[src/rtl/uart_transmitter.sv]
// uart_transmitter: serialises one byte per request as start, 8 data bits LSB first, optional parity, stop bit(s).
// Optional parity bit compiled in by defining UART_TX_PARITY_EN.
module uart_transmitter #(
  parameter int CLKS_PER_BIT = 1,
  parameter int STOP_BITS = 1,
  parameter int PARITY_ODD = 0
) (
  input  logic       clk,
  input  logic       reset,
  input  logic [7:0] tx_data,
  input  logic       tx_start,
  output logic       TXD,
  output logic       tx_busy,
  output logic       tx_done
);
  localparam int BW = CLKS_PER_BIT > 1 ? $clog2(CLKS_PER_BIT) : 1;
`ifdef UART_TX_PARITY_EN
  typedef enum logic [2:0] {IDLE, START, DATA, PARITY, STOP} state_t;
`else
  typedef enum logic [2:0] {IDLE, START, DATA, STOP} state_t;
`endif
  state_t state;
  logic [BW-1:0] baud;
  logic [2:0] idx;
  logic [7:0] shift;
  logic bit_end;
  assign bit_end = baud == BW'(CLKS_PER_BIT - 1);
  always_ff @(posedge clk) begin
    if (reset) begin
      state <= IDLE;
      TXD <= 1'b1;
      tx_busy <= 1'b0;
      tx_done <= 1'b0;
      baud <= '0;
      idx <= '0;
      shift <= '0;
    end else begin
      tx_done <= 1'b0;
      if (state == IDLE) begin
        if (tx_start) begin
          shift <= tx_data;
          state <= START;
          TXD <= 1'b0;
          tx_busy <= 1'b1;
          baud <= '0;
          idx <= '0;
        end
      end else if (!bit_end) begin
        baud <= baud + 1'b1;
      end else begin
        baud <= '0;
        case (state)
          START: begin
            state <= DATA;
            TXD <= shift[0];
            idx <= '0;
          end
          DATA: begin
            if (idx == 3'd7) begin
`ifdef UART_TX_PARITY_EN
              state <= PARITY;
              TXD <= ^shift ^ PARITY_ODD[0];
`else
              state <= STOP;
              TXD <= 1'b1;
              idx <= '0;
`endif
            end else begin
              idx <= idx + 3'd1;
              TXD <= shift[idx + 3'd1];
            end
          end
`ifdef UART_TX_PARITY_EN
          PARITY: begin
            state <= STOP;
            TXD <= 1'b1;
            idx <= '0;
          end
`endif
          STOP: begin
            // idx counts completed stop bits here
            if (idx == 3'(STOP_BITS - 1)) begin
              state <= IDLE;
              tx_busy <= 1'b0;
              tx_done <= 1'b1;
            end else begin
              idx <= idx + 3'd1;
            end
          end
          default: state <= IDLE;
        endcase
      end
    end
  end
endmodule

[config.mk]
export PLATFORM = sky130hd
export DESIGN_NAME = uart_transmitter
export DESIGN_NICKNAME = d
export VERILOG_FILES = /design/src/rtl/uart_transmitter.sv
export SDC_FILE = /design/constraint.sdc
export NUM_CORES = 1
export LEC_CHECK = 0
export ABC_AREA = 1
export BUFFER_PORTS_ARGS = -buffer_cell sky130_fd_sc_hd__buf_2
export CAP_MARGIN = 20
export CORE_ASPECT_RATIO = 0.9
export CORE_MARGIN = 8
export CORE_UTILIZATION = 45
export DETAILED_ROUTE_END_ITERATION = 8
export PLACE_DENSITY = 0.66
export SETUP_SLACK_MARGIN = 0.05
export SLEW_MARGIN = 30
export SYNTH_ARGS = -nofsm -noshare
export SYNTH_HDL_FRONTEND = slang
export SYNTH_SLANG_ARGS = --single-unit
[constraint.sdc]
create_clock -name clk -period 3.7 [get_ports clk]
set_input_delay 0.185 -clock clk [delete_from_list [all_inputs] [get_ports clk]]
set_output_delay 0.185 -clock clk [all_outputs]
set_load 0.1 [all_outputs]
Yosys cells after proc, flatten, opt, wreduce, memory -nomap -nowiden
Index checks and enable logic that the tools add are counted.
Storage, ports and cells
  flip-flop bits (word level): 18
  logic and storage cells: 59
  output and inout port bits: 3
Operators by class
  add/subtract/negate cells: 2
  multiplexer cells: 27
  order comparisons: 1
  reductions and logical operators: 12
  bitwise logic cells: 1
  eq/ne operators: 9
Operators with widths (count)
  3-bit two-way mux: 10
  3-bit one-hot mux with 3 select lines: 2
  1-bit two-way mux: 13
  4-bit AND reduction: 3
  3-bit != test (second input constant): 3
  3-bit by 2-bit equality test with 1-bit output (second input constant): 2
  3-bit zero test: 2
  3-bit by 4-bit < comparator with 1-bit output (second input constant): 1
  2-bit nonzero test: 2
  4-bit nonzero test: 1
  4-bit OR reduction: 1
  3-bit by 1-bit adder with 3-bit output (second input constant): 1
  1-bit binary-select mux with 3-bit select: 1
  3-bit by 1-bit equality test with 1-bit output (second input constant): 1
  3-bit equality test (second input constant): 1
  3-bit AND reduction: 1
  3-bit nonzero test: 1
  2-bit by 1-bit != test with 1-bit output (second input constant): 1
  2-bit != test (second input constant): 1
  1-bit one-hot mux with 2 select lines: 1
  2-bit AND reduction: 1
  1-bit adder (second input constant): 1
  1-bit NOT: 1

Depth between registers and ports, before layout
  word-level depth: 7
  depth in mapped cells: 9
  depth with buffers taken out: 9

Least setup slack after synthesis
Ideal clock, no wire load.
  path type: register to register
  from: reg idx[0]
  to: reg state[1]
  slack: 2.371 ns
  cell stages (with the launch flop): 9
  path buffers: 0
  required time: 3.587 ns
  arrival: 1.216 ns
  period minus slack after synthesis: 1.329 ns
  cell sequence: dfxtp_1 > ha_1 > ha_1 > nor2_1 > nand2_1 > nand3_2 > inv_2 > nor2_1 > nor2_1
Between the ends
  word-level cells in the longest chain between the ends: 3
  elaborated cells on any way between the ends: 5
  classes of those cells: eq/ne: 3; reduce/logical: 2
Ends and longest elaborated chain
  start: declaration: line 24  | logic [2:0] idx;
  start signal: assignment: line 69  | idx <= idx + 3'd1;
  start signal: assignment: line 87  | idx <= idx + 3'd1;
  3-bit equality test or 3-bit zero test (tied branches): line 59, 82
  3-bit != test (no line)
  4-bit AND reduction (no line) (*)
  end signal: assignment: line 54  | state <= DATA;
  end signal: assignment: line 64  | state <= STOP;
  end signal: assignment: line 83  | state <= IDLE;
  end: declaration: line 22  | state_t state;
Mark *: on every way between the ends. The rest lies on a longest branch, timed or not.
A chain may end at the register's enable or synchronous reset.

Worst setup path after layout
  from: reg state[0]
  to: reg shift[1]
Between the ends
  word-level cells in the longest chain between the ends: 2
Ends and longest elaborated chain
  start signal: assignment: line 30  | state <= IDLE;
  start signal: assignment: line 42  | state <= START;
  start signal: assignment: line 54
  3-bit zero test: line 39  | if (state == IDLE) begin
  2-bit AND reduction (no line)
  end signal: assignment: line 41  | shift <= tx_data;
  end: declaration: line 25  | logic [7:0] shift;
No other way between the ends.

==> impl_summary.txt <==
----------------------------------------------------
[CTS]
  TritonCTS clock tree ... done
  Number of sinks on the clock net ... 16
  Root Buffer Master ... sky130_fd_sc_hd__clkbuf_4
  Post_cts resized ... 0
  Latest clock arrival within the worst-skew pair ... 280 ps
  Post-CTS clock slew at the launch and capture registers of the worst setup and hold paths ... 90 ps
  Count of H-tree levels built during CTS ... 1
  Hold-fix buffers at CTS ... 0
  Number of buffers inserted to repair setup after CTS ... 0
  Num CTS Buffers ... 3
  Maximum buffer depth of the clock tree ... 2

[Layout]
  Reg area ... 320 µm²
  Final core utilization ... 54.7%
  Area of the multi-input gates ... 439 µm²
  Leading cell types in the layout, fill and taps excluded ... sky130_fd_sc_hd__nand2_1, sky130_fd_sc_hd__nor2_1, sky130_fd_sc_hd__dfxtp_1
  Relative area change from synthesis to final layout ... 12.7%
  Antenna Diode Count ... 0
  Share of layout cells above drive strength 1 ... 16.8%
  Number of standard cells in the layout, taps in and fillers out ... 155
  Final net count ... 151
  Number of filler cells placed in the layout ... between 150 and 200

[Synthesis]
  Number of instances in the synthesized netlist ... approximately 120
  Top post-synthesis cells by area ... sky130_fd_sc_hd__dfxtp_1, sky130_fd_sc_hd__ha_1, sky130_fd_sc_hd__nand2_1
  Netlist area before placement ... 825 µm²
  Seq cells post-synth ... 16
  Yosys Warn Count ... 0
  Top cell type's share of synthesized area ... around 39%
  Dominant cell type by area after synthesis ... sky130_fd_sc_hd__dfxtp_1
  Number of library cell types mapped by synthesis ... 18
  Register area share after synthesis ... 38.8%
  Syn Area/Cell ... ~7 µm²
  Net count of the mapped netlist ... between 100 and 150

[Route]
  Avg WL per Cell ... 10.9 µm
  Final wirelength ... 1690 µm
  Starting DRT DRC Count ... 22
  Via count ... 753
  Vias per cell ... 4.86
  Remaining number of nets flagged by the antenna check after routing ... 0
  Detailed-routing iteration count for the pre-antenna-repair pass ... 5
  Drc violations ... 0

[GRT]
  Overall Global Routing Usage ... 11.1%
  Maximum number of pins on one net before global-route repair ... 13
  Global-route wire length before repair ... between 3000 and 4000 µm
  Met3 usage in global routing ... 2.05%
  Most congested layer reported by global routing ... met2
  Met1 track demand over resource in global routing ... 15.0%
  Number of antenna violations at the first check in global routing ... 0
  M2 GR Usage ... 15.7%
  Vias in the first global route ... ~730
  Total congestion overflow ... 0

[Placement]
  Buffers added on ports ... 13
  Placed wire-length estimate after detailed placement ... around 1300 µm
  Placed insts ... 152
  GPL Wtd Cong ... 0.838
  Post-placement worst setup slack ... approximately 2000 ps

[Floorplanning]
  Core area ... 1700 µm²
  Die H ... 56.6 µm
  Die Width ... 61.1 µm
  Die Footprint ... 3460 µm²
  Top-level I/O count ... 14
  Initial core utilization ... 48.5%
  Count of standard-cell rows ... 14

[STA]
  Maximum achievable frequency ... 609 MHz
  Slew at the pin closest to its max-slew limit ... 492 ps
  Post-route clock period utilization ... 44.4%
  Shortest clock period the worst path allows after layout ... 1640 ps
  Final total negative setup slack ... 0 ps
  Worst setup skew after layout ... slightly below 7 ps
  Headroom to the max-slew limit ... 67.4%
  Count of final max-slew check failures ... 0
  Number of setup violations in the final report ... 0
  Hold Vio Cnt, Final ... 0
  Crit path setup slack, layout ... 2060 ps
  Unrepaired setup endpoints after global routing ... false

[Setup path]
  Crit-path max FO ... 12
  Reg2Reg Launch Point ... state[0]
  Critical path capture point type ... register
  Crit Path Class ... register to register
  Arr. time, crit path ... approximately 1800 ps
  Element type at the critical path start ... register
  Reg2reg path depth ... 6
  Worst Path Required ... 3870 ps
  Critical register-to-register path endpoint ... shift[1]
  End point of the critical path ... shift[1]
  Critical path launch point ... state[0]
  Setup slack, reg-to-reg ... 2060 ps

[Outcome]
  Run status ... finished clean

[Job]
  Max-Cap Viols ... 0

[Power]
  Power, Total ... 0.710 mW
  Cell leakage power ... 0.439 nW
  Power density over cell area ... 763 nW/µm²
  Peak supply drop ... 337 µV

[Min path]
  Class of the worst hold path ... input pin to register

----------------------------------------------------
-- metrics by stage --
step           hold WS [ps]  area, µm²
3_5_place_dp            438        907
2_1_floorplan           254        825
3_3_place_gp            436        907
6_report                139        930
4_1_cts                 128        930
5_1_grt                 145        930
-- routing by layer --
layer / routed length [µm] / vias up / share of wire (%)
met1: 848 / 328 / 50
met4: 25 / 0 / 1.5
met2: 756 / 16 / 45
met3: 55 / 4 / 3.3
met5: 0 / - / 0
li1: - / 405 / -
-- Yosys cell counts (all sizes together) --
cell type  count
o211ai         2
ha             7
dfxtp         16
o21ai         11
clkinv         1
nor3           2
a21oi          5
inv           13
nand3         12
nand2         22
clkbuf         1
nor2          22
buf            1
nand3b         1
or2            1
-- flip-flops by register name, summed over array words and instances, names as in the netlist --
| name | cells |
|---|---|
| tx_busy | 1 |
| tx_done | 1 |
| TXD | 1 |
| shift | 8 |
| state | 2 |
| idx | 3 |
-- cell type report --
cell class / count / area share (%)
Clock buffer: 3 / 2.42
Sequential cell: 16 / 34.5
Multi-Input combinational cell: 85 / 47.2
Inverter: 14 / 5.65
Tap cell: 24 / 3.23
Timing Repair Buffer: 13 / 7.00
-- critical path, cell delays in order, from the launching register on --
cell,delay [ps]
sky130_fd_sc_hd__dfxtp_1,380
sky130_fd_sc_hd__inv_1,80
sky130_fd_sc_hd__ha_1,250
sky130_fd_sc_hd__nand2_1,290
sky130_fd_sc_hd__clkinv_1,310
sky130_fd_sc_hd__nor2_1,160
sky130_fd_sc_hd__nor2_1,60
-- cells by family (layout without fill, tap and decap cells) --
group / Yosys count / count (layout) / share of synthesized area [%]
compound gates: 18 / 18 / 11.5
buf+inv: 16 / 30 / 7.89
flops: 16 / 16 / 38.8
simple gates: 60 / 60 / 31.1
fa+ha+maj: 7 / 7 / 10.6
-- how the worst min path moves through the flow --
stage,from,end,depth (start not counted)
2_1_floorplan,reset,idx[1],1
3_3_place_gp,tx_data[6],shift[6],3
3_5_place_dp,reset,idx[2],2
4_1_cts,reset,idx[2],2
5_1_grt,reset,tx_busy,2
6_report,reset,idx[2],2
-- report_power, final --
| part | total, mW | internal (mW) | switching [mW] | leakage, nW |
|---|---|---|---|---|
| Combinational | 0.362 | 0.109 | 0.252 | 0.294 |
| Sequential | 0.258 | 0.221 | 0.0370 | 0.132 |
| Clock | 0.0895 | 0.0377 | 0.0518 | 0.0138 |
| Total | 0.710 | 0.368 | 0.341 | 0.439 |
Power figures use the tool's default switching activity.
